===== src/rtl/cache_pkg.sv =====
// Shared types and sizes for the cache/memory side of the CPU.
// The arbiter state encoding lives here so benches and debug logic agree on it.
package cache_pkg;

  localparam int BLK_ADDR_W = 28;
  localparam int LINE_W     = 128;

  typedef enum logic [1:0] {
    ARB_IDLE  = 2'd0,
    ARB_GNT_I = 2'd1,
    ARB_GNT_D = 2'd2
  } arb_state_t;

endpackage


===== src/rtl/mem_arbiter_if.sv =====
// Signal bundle around the memory arbiter: I-cache port, D-cache port and the shared memory port.
// master is the arbiter's view; slave is the view of the caches plus the memory model.
interface mem_arbiter_if #(
  parameter int ADDR_W = cache_pkg::BLK_ADDR_W,
  parameter int DATA_W = cache_pkg::LINE_W
);

  logic              i_mem_read;
  logic [ADDR_W-1:0] i_mem_addr;
  logic [DATA_W-1:0] i_mem_rdata;
  logic              i_mem_ready;

  logic              d_mem_read;
  logic              d_mem_write;
  logic [ADDR_W-1:0] d_mem_addr;
  logic [DATA_W-1:0] d_mem_wdata;
  logic [DATA_W-1:0] d_mem_rdata;
  logic              d_mem_ready;

  logic              mem_read;
  logic              mem_write;
  logic [ADDR_W-1:0] mem_addr;
  logic [DATA_W-1:0] mem_wdata;
  logic [DATA_W-1:0] mem_rdata;
  logic              mem_ready;

  modport master (
    input  i_mem_read, i_mem_addr,
    output i_mem_rdata, i_mem_ready,
    input  d_mem_read, d_mem_write, d_mem_addr, d_mem_wdata,
    output d_mem_rdata, d_mem_ready,
    output mem_read, mem_write, mem_addr, mem_wdata,
    input  mem_rdata, mem_ready
  );

  modport slave (
    output i_mem_read, i_mem_addr,
    input  i_mem_rdata, i_mem_ready,
    output d_mem_read, d_mem_write, d_mem_addr, d_mem_wdata,
    input  d_mem_rdata, d_mem_ready,
    input  mem_read, mem_write, mem_addr, mem_wdata,
    output mem_rdata, mem_ready
  );

endinterface


===== src/rtl/mem_arbiter.sv =====
// Round-robin arbiter sharing one main-memory port between the I-cache and D-cache.
// One request is latched at grant, run to mem_ready, then the other side gets first refusal.
//
//   state     | meaning
//   ----------+---------------------------------------------------------
//   ARB_IDLE  | no transaction in flight; arbitrate on the next edge
//   ARB_GNT_I | I-cache read latched and driven to memory
//   ARB_GNT_D | D-cache read or write-back latched and driven to memory
module mem_arbiter
  import cache_pkg::*;
#(
  parameter int ADDR_W  = BLK_ADDR_W,
  parameter int DATA_W  = LINE_W,
  parameter bit D_FIRST = 1'b1
) (
  input  logic           clk,
  input  logic           proc_reset_n,
  mem_arbiter_if.master  bus
);

  // last_gnt = 1 means D was granted last, so an initial value of ~D_FIRST favours D_FIRST.
  localparam logic LAST_GNT_RST = ~D_FIRST;

  arb_state_t        state;
  arb_state_t        state_nxt;
  logic              last_gnt;
  logic              op_wr;
  logic [ADDR_W-1:0] addr_q;
  logic [DATA_W-1:0] wdata_q;

  logic req_i;
  logic req_d;
  logic gnt_i;
  logic gnt_d;
  logic busy;

  function automatic logic pick_d(input logic ri, input logic rd, input logic last_d);
    return rd & (~ri | ~last_d);
  endfunction

  always_comb begin
    req_i     = bus.i_mem_read;
    req_d     = bus.d_mem_read | bus.d_mem_write;
    state_nxt = state;
    gnt_i     = 1'b0;
    gnt_d     = 1'b0;
    case (state)
      ARB_IDLE: begin
        if (req_i || req_d) begin
          if (pick_d(req_i, req_d, last_gnt)) gnt_d = 1'b1;
          else                                gnt_i = 1'b1;
        end
      end
      ARB_GNT_I: begin
        if (bus.mem_ready) begin
          if (req_d) gnt_d     = 1'b1;
          else       state_nxt = ARB_IDLE;
        end
      end
      ARB_GNT_D: begin
        if (bus.mem_ready) begin
          if (req_i) gnt_i     = 1'b1;
          else       state_nxt = ARB_IDLE;
        end
      end
      default: state_nxt = ARB_IDLE;
    endcase
    if (gnt_i) state_nxt = ARB_GNT_I;
    if (gnt_d) state_nxt = ARB_GNT_D;
  end

  always_ff @(posedge clk or negedge proc_reset_n) begin
    if (!proc_reset_n) begin
      state    <= ARB_IDLE;
      last_gnt <= LAST_GNT_RST;
      op_wr    <= 1'b0;
      addr_q   <= '0;
      wdata_q  <= '0;
    end else begin
      state <= state_nxt;
      if (gnt_i) begin
        last_gnt <= 1'b0;
        op_wr    <= 1'b0;
        addr_q   <= bus.i_mem_addr;
      end
      if (gnt_d) begin
        last_gnt <= 1'b1;
        op_wr    <= bus.d_mem_write;
        addr_q   <= bus.d_mem_addr;
        wdata_q  <= bus.d_mem_wdata;
      end
    end
  end

  // Reset returns the FSM to IDLE, so outputs drop asynchronously and a stale mem_ready is ignored.
  always_comb begin
    busy            = (state == ARB_GNT_I) || (state == ARB_GNT_D);
    bus.mem_read    = busy & ~op_wr;
    bus.mem_write   = busy & op_wr;
    bus.mem_addr    = busy ? addr_q : '0;
    bus.mem_wdata   = (busy && op_wr) ? wdata_q : '0;
    bus.i_mem_ready = (state == ARB_GNT_I) & bus.mem_ready;
    bus.d_mem_ready = (state == ARB_GNT_D) & bus.mem_ready;
    bus.i_mem_rdata = bus.i_mem_ready ? bus.mem_rdata : '0;
    bus.d_mem_rdata = bus.d_mem_ready ? bus.mem_rdata : '0;
  end

endmodule

===== src/flat_wrapper.sv =====
// flat-port wrapper written by rule: the top's interface ports become plain ports
module mem_arbiter_flat import cache_pkg::*;
#(
  parameter int ADDR_W  = BLK_ADDR_W,
  parameter int DATA_W  = LINE_W,
  parameter bit D_FIRST = 1'b1
)
  (clk, proc_reset_n, bus_i_mem_read, bus_i_mem_addr, bus_i_mem_rdata, bus_i_mem_ready, bus_d_mem_read, bus_d_mem_write, bus_d_mem_addr, bus_d_mem_wdata, bus_d_mem_rdata, bus_d_mem_ready, bus_mem_read, bus_mem_write, bus_mem_addr, bus_mem_wdata, bus_mem_rdata, bus_mem_ready);
  mem_arbiter_if #(.ADDR_W(ADDR_W), .DATA_W(DATA_W)) bus_i ();
  input  logic clk;
  input  logic proc_reset_n;
  input wire logic [$bits(bus_i.i_mem_read)-1:0] bus_i_mem_read;
  input wire logic [$bits(bus_i.i_mem_addr)-1:0] bus_i_mem_addr;
  output wire logic [$bits(bus_i.i_mem_rdata)-1:0] bus_i_mem_rdata;
  output wire logic [$bits(bus_i.i_mem_ready)-1:0] bus_i_mem_ready;
  input wire logic [$bits(bus_i.d_mem_read)-1:0] bus_d_mem_read;
  input wire logic [$bits(bus_i.d_mem_write)-1:0] bus_d_mem_write;
  input wire logic [$bits(bus_i.d_mem_addr)-1:0] bus_d_mem_addr;
  input wire logic [$bits(bus_i.d_mem_wdata)-1:0] bus_d_mem_wdata;
  output wire logic [$bits(bus_i.d_mem_rdata)-1:0] bus_d_mem_rdata;
  output wire logic [$bits(bus_i.d_mem_ready)-1:0] bus_d_mem_ready;
  output wire logic [$bits(bus_i.mem_read)-1:0] bus_mem_read;
  output wire logic [$bits(bus_i.mem_write)-1:0] bus_mem_write;
  output wire logic [$bits(bus_i.mem_addr)-1:0] bus_mem_addr;
  output wire logic [$bits(bus_i.mem_wdata)-1:0] bus_mem_wdata;
  input wire logic [$bits(bus_i.mem_rdata)-1:0] bus_mem_rdata;
  input wire logic [$bits(bus_i.mem_ready)-1:0] bus_mem_ready;
  assign bus_i.i_mem_read = bus_i_mem_read;
  assign bus_i.i_mem_addr = bus_i_mem_addr;
  assign bus_i_mem_rdata = bus_i.i_mem_rdata;
  assign bus_i_mem_ready = bus_i.i_mem_ready;
  assign bus_i.d_mem_read = bus_d_mem_read;
  assign bus_i.d_mem_write = bus_d_mem_write;
  assign bus_i.d_mem_addr = bus_d_mem_addr;
  assign bus_i.d_mem_wdata = bus_d_mem_wdata;
  assign bus_d_mem_rdata = bus_i.d_mem_rdata;
  assign bus_d_mem_ready = bus_i.d_mem_ready;
  assign bus_mem_read = bus_i.mem_read;
  assign bus_mem_write = bus_i.mem_write;
  assign bus_mem_addr = bus_i.mem_addr;
  assign bus_mem_wdata = bus_i.mem_wdata;
  assign bus_i.mem_rdata = bus_mem_rdata;
  assign bus_i.mem_ready = bus_mem_ready;
  mem_arbiter #(.ADDR_W(ADDR_W), .DATA_W(DATA_W), .D_FIRST(D_FIRST)) u_core (.clk(clk), .proc_reset_n(proc_reset_n), .bus(bus_i));
endmodule

===== config.mk =====
export PLATFORM = sky130hd
export DESIGN_NAME = mem_arbiter_flat
export DESIGN_NICKNAME = d
export VERILOG_FILES = /design/src/rtl/cache_pkg.sv /design/src/rtl/mem_arbiter_if.sv /design/src/rtl/mem_arbiter.sv /design/src/flat_wrapper.sv
export SDC_FILE = /design/constraint.sdc
export NUM_CORES = 1
export LEC_CHECK = 0
export CORE_AREA = 2 2 287 289
export DETAILED_ROUTE_END_ITERATION = 16
export DIE_AREA = 0 0 289 291
export SLEW_MARGIN = 20
export SYNTH_ARGS = -nofsm -noshare
export SYNTH_HDL_FRONTEND = slang
export SYNTH_SLANG_ARGS = --single-unit
export TNS_END_PERCENT = 1

===== constraint.sdc =====
create_clock -name clk -period 4.8 [get_ports clk]
set_input_delay 0.96 -clock clk [delete_from_list [all_inputs] [get_ports clk]]
set_output_delay 0.96 -clock clk [all_outputs]
set_load 0.02 [all_outputs]

==> results.py, run 1 <==
metrics = {
    "status": {
        "run_status": "finished clean",
    },
    "setup_path": {
        "regToRegSetupSlack_ns": 1.76,
        "timing.reg2reg.worst_path_depth": 6,
        "timing.rr.start": "u_core.state[1]$_DFFE_PN0P_",
        "worstSetupPathType": "flop to output port",
        "crit_chain": "inv_1, ha_4, buf_4, and3_1, clkdlybuf4s50_1",
        "nature_of_the_critical_path_startpoint": "flop",
        "critPathMaxStageDelay_ns": 0.71,
        "cp-end-kind": "output port",
        "required_ns": 3.84,
        "crit-reg2reg-capture": "u_core.wdata_q[2]$_DFFE_PN0P_",
        "critical_path.max_fanout": 103,
        "cp.arrival_ns": 3.14,
        "cpMaxStageDelayCell": "sky130_fd_sc_hd__ha_4",
    },
    "floorplan": {
        "fp.dieH_um": 291,
        "initial_core_util_pct": 11.9,
        "fp.dieW_um": 289,
        "core-area_um2": 81200,
        "std_cell_rows": 105,
        "die_area_um2": 84100,
        "io-pin-count": 734,
    },
    "yosys": {
        "synth_top_area_cell": "sky130_fd_sc_hd__dfrtp_1",
        "synth_compound_gate_area_share_pct": 4.84,
        "synth_sequential_area_ratio_pct": 41.5,
        "post_synth.cell_area_avg_um2": 10.4,
        "synthesis.instances": 926,
        "synth-adder-area-share_pct": 0.389,
        "synth-edff-count": 0,
        "post_synth_and_or_nand_nor_area_fraction_pct": 28.6,
        "post_synth_main_area_contributors": "sky130_fd_sc_hd__dfrtp_1 (42%), sky130_fd_sc_hd__and3_1 (25%), sky130_fd_sc_hd__mux2_4 (16%)",
        "most_frequent_cell_after_synthesis": "sky130_fd_sc_hd__and3_1",
        "synth-main-ff-cell": "sky130_fd_sc_hd__dfrtp_1",
        "synth.lib_cells_used.distinct": 29,
        "yosys_register_bits": 160,
        "synthXorXnorAreaFrac_pct": 0,
        "yosys-mux-area-fraction_pct": 18.8,
        "yosys_warnings": 0,
        "synth.cell_area_um2": 9640,
        "ys_top_cells_by_count": "sky130_fd_sc_hd__and3_1 (385), sky130_fd_sc_hd__dfrtp_1 (160), sky130_fd_sc_hd__mux2_4 (100), sky130_fd_sc_hd__clkbuf_1 (90), sky130_fd_sc_hd__nand2_1 (32)",
        "synthesis.nets": 1247,
        "ys_async_sr_fraction_pct": 100,
        "synth_top_family_by_area": "simple AND/OR/NAND/NOR gates",
        "post-synth-top-area-fraction_pct": 41.5,
    },
    "place": {
        "placed_cell_area_um2": 18100,
        "port_buffers": 733,
        "dp_cells": 2642,
        "detailed_place_hpwl_mm": 44.4,
        "detailedPlace.worstSlack_ns": 1.11,
        "routabilityCongestion": 0.929,
    },
    "timing": {
        "timing.max_slew.rel_slack_pct": 31.0,
        "post-route-min-period_ns": 4.10,
        "finalMaxSlewViolations": 0,
        "totalNegativeSetupSlack_ns": 0,
        "hold_viol_final": 0,
        "tightest_slew_ns": 1.03,
        "finClkSkew_ns": 0.0184,
        "max_clock_freq_ghz": 0.244,
        "setup_violations": 0,
        "period_share_pct": 85.3,
        "timing.final.ws_setup_ns": 0.705,
        "fin_hold_ws_ns": 0.487,
        "rsz0062_at_grt": "no",
    },
    "pwr": {
        "internal_power_mw": 6.26,
        "power_density_nw_per_um2": 573,
        "power.share.combinational_pct": 63.2,
        "p_leak_nw": 8.47,
        "p_sw_mw": 4.49,
        "p_clk_share_pct": 13.6,
        "post-layout-total-power_mw": 10.8,
        "power.ir.vdd_worst_v": 0.000337,
        "sw_frac_of_total_pct": 41.8,
        "pwr-share-seq_pct": 23.2,
    },
    "global_route": {
        "grt_overflow": 0,
        "first_global_vias": 9791,
        "grt_max_degree": 104,
        "grt_first_pass_wirelength_mm": 75.7,
        "number_of_antenna_violations_at_the_first_check_in_global_routing": 31,
        "gr-usage-all-layers_pct": 12.6,
    },
    "clocking": {
        "numCtsBuffers": 17,
        "holdBufCountCts": 0,
        "clock_tree.buffer_depth": 2,
        "clock_sinks": 160,
        "clkTransAtPathRegs_ns": 0.08,
        "htree_num_levels": 4,
        "post_cts_setup_driven_buffer_insertion_count": 0,
        "cts_tree": "yes",
        "cts.root.buffer_cell": "sky130_fd_sc_hd__clkbuf_16",
        "insertion_delay_ns": 0.47,
        "cts_resized": 0,
    },
    "final_layout": {
        "multi_input_area_um2": 5140,
        "seq_area_um2": 4010,
        "final_layout_size_suffix_gt1_share_pct": 12.3,
        "layoutNonFillerInstCount": 2683,
        "nets": 1913,
        "fillCellCount": 8799,
        "final_cell_area_um2": 18800,
        "area_growth_syn_to_layout_pct": 94.7,
        "fin_util_pct": 23.1,
    },
    "detailed_routing": {
        "firstDrtPassIters": 5,
        "routed_via_density": 3.74,
        "wl_per_cell_um": 20.7,
        "routed-via-count": 10046,
        "drt.antenna.violating_nets": 0,
        "wirelength_mm": 55.6,
        "detail_route.iter0.violations": 619,
        "drcViolationCount": 0,
    },
    "flow_run": {
        "maxCapViolCount": 0,
    },
    "hold_path": {
        "timing.hold.worst_endpoint": "u_core.wdata_q[58]$_DFFE_PN0P_",
        "hp-start": "u_core.wdata_q[58]$_DFFE_PN0P_",
        "number_of_cells_on_the_worst_hold_path": 1,
        "min_path_type": "flop to flop",
    },
}
[power by group through the flow]
stage	clock [mW]	combinational [mW]	sequential, mW
6_report	1.46	6.79	2.50
3_3_place_gp	0	6.84	2.49
2_1_floorplan	0	4.04	2.30
4_1_cts	1.54	6.86	2.51
5_1_grt	1.58	7.22	2.60
3_5_place_dp	0	6.82	2.53
[logic make-up (layout without fill, tap and decap cells)]
family	after synthesis	in the layout
and+or+nand+nor	454	454
DFF	160	160
muxes	128	128
buffers and inverters	116	794
AOI/OAI and AO/OA	65	65
adders and majority gates	3	3
other	0	9
[area by class of cell]
cell class / instances / share of cell area (%)
timing repair buffer: 761 / 40.8
tap: 1070 / 7.13
inverter: 2 / 0.0400
clock buffer: 17 / 2.27
multi-input combinational: 650 / 27.4
antenna: 9 / 0.120
clock inverter: 14 / 0.907
sequential: 160 / 21.4
[worst max-delay path: cells and delay by family, from the launching register on]
kind	cells	cell delay [ns]
buffers and inverters	3	1.19
adders and majority gates	1	0.71
and+or+nand+nor	1	0.19
DFF	1	0.43
[state kept, by name (all words and copies together), names as in the netlist]
signal / cells
u_core.op_wr: 1
u_core.addr_q: 28
u_core.last_gnt: 1
u_core.wdata_q: 128
u_core.state: 2
[metal layers]
metal | GRT usage [%] | wire [um] | vias up
met5 | 0 | 201 | -
met4 | 2.98 | 535 | 30
met3 | 6.97 | 7620 | 55
met2 | 18.4 | 23800 | 473
met1 | 16.1 | 23400 | 4816
li1 | - | - | 4672
[worst max-delay path by stage]
stage / slack, ns / end / startpoint
6_report: 0.70 / bus_i_mem_rdata[38] / u_core.state[1]$_DFFE_PN0P_
4_1_cts: 0.70 / bus_i_mem_rdata[38] / u_core.state[1]$_DFFE_PN0P_
3_5_place_dp: 1.11 / bus_d_mem_rdata[43] / bus_mem_ready
5_1_grt: 0.56 / bus_i_mem_rdata[38] / u_core.state[1]$_DFFE_PN0P_
3_3_place_gp: 1.10 / bus_d_mem_rdata[43] / bus_mem_ready
2_1_floorplan: 2.03 / bus_i_mem_rdata[100] / bus_mem_ready
[placed cells by master (no fill, tap or decap), types with 2 or more instances in the layout]
| master | instances |
|---|---|
| sky130_fd_sc_hd__clkdlybuf4s50_1 | 731 |
| sky130_fd_sc_hd__and3_1 | 385 |
| sky130_fd_sc_hd__dfrtp_1 | 159 |
| sky130_fd_sc_hd__mux2_4 | 100 |
| sky130_fd_sc_hd__nand2_1 | 32 |
| sky130_fd_sc_hd__and2_1 | 30 |
| sky130_fd_sc_hd__a21oi_1 | 29 |
| sky130_fd_sc_hd__a2bb2oi_1 | 28 |
| sky130_fd_sc_hd__mux2_2 | 27 |
| sky130_fd_sc_hd__buf_4 | 21 |
| sky130_fd_sc_hd__clkbuf_16 | 17 |
| sky130_fd_sc_hd__diode_2 | 9 |
| sky130_fd_sc_hd__buf_12 | 7 |
| sky130_fd_sc_hd__inv_6 | 5 |
| sky130_fd_sc_hd__inv_8 | 4 |
| sky130_fd_sc_hd__ha_4 | 3 |
| sky130_fd_sc_hd__inv_1 | 2 |
| sky130_fd_sc_hd__bufinv_16 | 2 |
Power figures use the tool's default switching activity.
==> run 2: changes to the inputs <==
GPL_ROUTABILITY_DRIVEN = 0   (was unset)
==> results.py, run 2 (synthesis gave the netlist of run 1 again) <==
metrics = {
    "status": {
        "run_status": "finished clean",
    },
    "timing": {
        "post-route-min-period_ns": 4.01,
        "setup_violations": 0,
        "hold_viol_final": 0,
        "tightest_slew_ns": 1.05,
        "totalNegativeSetupSlack_ns": 0,
        "rsz0062_at_grt": "no",
        "timing.max_slew.rel_slack_pct": 29.9,
        "finClkSkew_ns": 0.0141,
        "max_clock_freq_ghz": 0.249,
        "period_share_pct": 83.6,
        "finalMaxSlewViolations": 0,
    },
    "floorplan": {
        "die_area_um2": 84100,
        "fp.dieH_um": 291,
        "core-area_um2": 81200,
        "initial_core_util_pct": 11.9,
        "io-pin-count": 734,
        "fp.dieW_um": 289,
        "std_cell_rows": 105,
    },
    "pwr": {
        "sw_frac_of_total_pct": 41.7,
        "p_sw_mw": 4.49,
        "p_leak_nw": 8.45,
        "internal_power_mw": 6.27,
        "power.ir.vdd_worst_v": 0.000353,
        "power_density_nw_per_um2": 574,
        "power.share.combinational_pct": 63.2,
        "pwr-share-seq_pct": 23.2,
        "post-layout-total-power_mw": 10.8,
        "p_clk_share_pct": 13.6,
    },
    "detailed_routing": {
        "drcViolationCount": 0,
        "routed-via-count": 10075,
        "wl_met1_mm": 23.8,
        "met2_length_mm": 23.7,
        "routed_via_density": 3.77,
        "drt.antenna.violating_nets": 0,
        "topRoutingLayerUsed": "met5",
        "firstDrtPassIters": 7,
        "sum_of_met3_wire_segment_lengths_after_detailed_routing_mm": 7.25,
        "wl_per_cell_um": 20.8,
        "detail_route.iter0.violations": 758,
        "wirelength_mm": 55.5,
    },
    "place": {
        "port_buffers": 733,
        "detailed_place_hpwl_mm": 44.2,
        "dp_cells": 2635,
    },
    "final_layout": {
        "layoutNonFillerInstCount": 2671,
        "mostFrequentLayoutCell": "sky130_fd_sc_hd__clkdlybuf4s50_1",
        "reg.largest.list": "u_core.wdata_q (128), u_core.addr_q (28), u_core.state (2)",
        "final_layout_size_suffix_gt1_share_pct": 12.0,
        "fillCellCount": 8779,
        "seq_area_um2": 4010,
        "max_flop_register": "u_core.wdata_q",
        "most_frequent_cells_in_the_layout": "sky130_fd_sc_hd__clkdlybuf4s50_1 (731), sky130_fd_sc_hd__and3_1 (385), sky130_fd_sc_hd__dfrtp_1 (159)",
        "nets": 1906,
        "largest_register_ff_count": 128,
        "multi_input_area_um2": 5140,
        "area_growth_syn_to_layout_pct": 94.5,
    },
    "clocking": {
        "cts.root.buffer_cell": "sky130_fd_sc_hd__clkbuf_16",
        "holdBufCountCts": 0,
        "numCtsBuffers": 17,
        "clock_sinks": 160,
        "clkTransAtPathRegs_ns": 0.08,
        "insertion_delay_ns": 0.48,
        "post_cts_setup_driven_buffer_insertion_count": 0,
        "clock_tree.buffer_depth": 2,
        "cts_resized": 0,
        "cts_tree": "yes",
        "htree_num_levels": 4,
    },
    "global_route": {
        "grt_first_pass_wirelength_mm": 75.9,
        "first_global_vias": 9828,
        "gr-usage-all-layers_pct": 12.6,
        "grt_overflow": 0,
        "grt_max_degree": 105,
        "number_of_antenna_violations_at_the_first_check_in_global_routing": 31,
    },
    "setup_path": {
        "timing.rr.start": "u_core.state[1]$_DFFE_PN0P_",
        "worstSetupPathType": "flop to output port",
        "required_ns": 3.84,
        "cp-end-kind": "output port",
        "cp.arrival_ns": 3.05,
        "critical_path.max_fanout": 104,
        "nature_of_the_critical_path_startpoint": "flop",
        "timing.reg2reg.worst_path_depth": 6,
        "crit-reg2reg-capture": "u_core.wdata_q[28]$_DFFE_PN0P_",
        "regToRegSetupSlack_ns": 1.82,
    },
    "hold_path": {
        "min_path_type": "input port to asynchronous set/reset pin",
    },
    "flow_run": {
        "maxCapViolCount": 0,
    },
}
==> run 2: cell types whose count changed in the layout (fill, tap and decap cells not counted), sizes merged <==
| cell | previous run | this run |
|---|---|---|
| inv | 11 | 10 |
| diode | 9 | 3 |
| clkbuf | 17 | 18 |
| clkinvlp | 1 | 2 |
| buf | 30 | 23 |
==> run 2: per-layer routing <==
layer	vias to the layer above	track usage (%)
li1	4653	-
met1	4825	16.3
met2	505	18.2
met3	64	6.76
met4	28	2.80
met5	-	0
==> run 2: per-stage QoR <==
stage	instance area, um2	util (%)	setup WS (ns)	hold slack, ns
after floorplan	9640	-	2.03	0.450
after global placement	18100	22.3	1.05	0.468
after detailed placement	18100	22.3	1.02	0.472
after CTS	18700	23.0	0.709	0.470
after global routing	18700	23.1	0.558	0.498
final	18700	23.1	0.785	0.478
==> run 2: critical path, cell delays in order, from the launching register on <==
cell and delay, ns:
sky130_fd_sc_hd__dfrtp_1 0.42, sky130_fd_sc_hd__inv_1 0.15, sky130_fd_sc_hd__ha_4 0.69, sky130_fd_sc_hd__buf_4 0.38, sky130_fd_sc_hd__and3_1 0.19, sky130_fd_sc_hd__clkdlybuf4s50_1 0.62
==> run 2: cell type report <==
type | count | area share [%]
Timing Repair Buffer | 754 | 40.7
Tap cell | 1070 | 7.14
Multi-Input combinational cell | 650 | 27.4
Inverter | 2 | 0.0400
Clock buffer | 18 | 2.34
Clock inverter | 14 | 0.881
Antenna cell | 3 | 0.0400
Sequential cell | 160 | 21.4
==> run 2: power groups by stage <==
stage	clock network, mW	registers [mW]	logic (mW)
finish	1.47	2.49	6.80
global route	1.59	2.59	7.22
CTS	1.54	2.49	6.86
detailed placement	0	2.52	6.82
global placement	0	2.48	6.83
floorplan	0	2.30	4.04
==> run 2: how the worst max path moves through the flow <==
stage	cells past startpoint	slack (ns)	startpoint	end
final	5	0.79	u_core.state[1]$_DFFE_PN0P_	bus_i_mem_rdata[30]
after floorplan	4	2.03	bus_mem_ready	bus_i_mem_rdata[100]
after global placement	5	1.05	bus_mem_ready	bus_i_mem_rdata[19]
after detailed placement	5	1.02	bus_mem_ready	bus_i_mem_rdata[19]
after CTS	4	0.71	u_core.state[0]$_DFFE_PN0P_	bus_mem_addr[7]
after global routing	4	0.56	u_core.state[0]$_DFFE_PN0P_	bus_mem_addr[4]
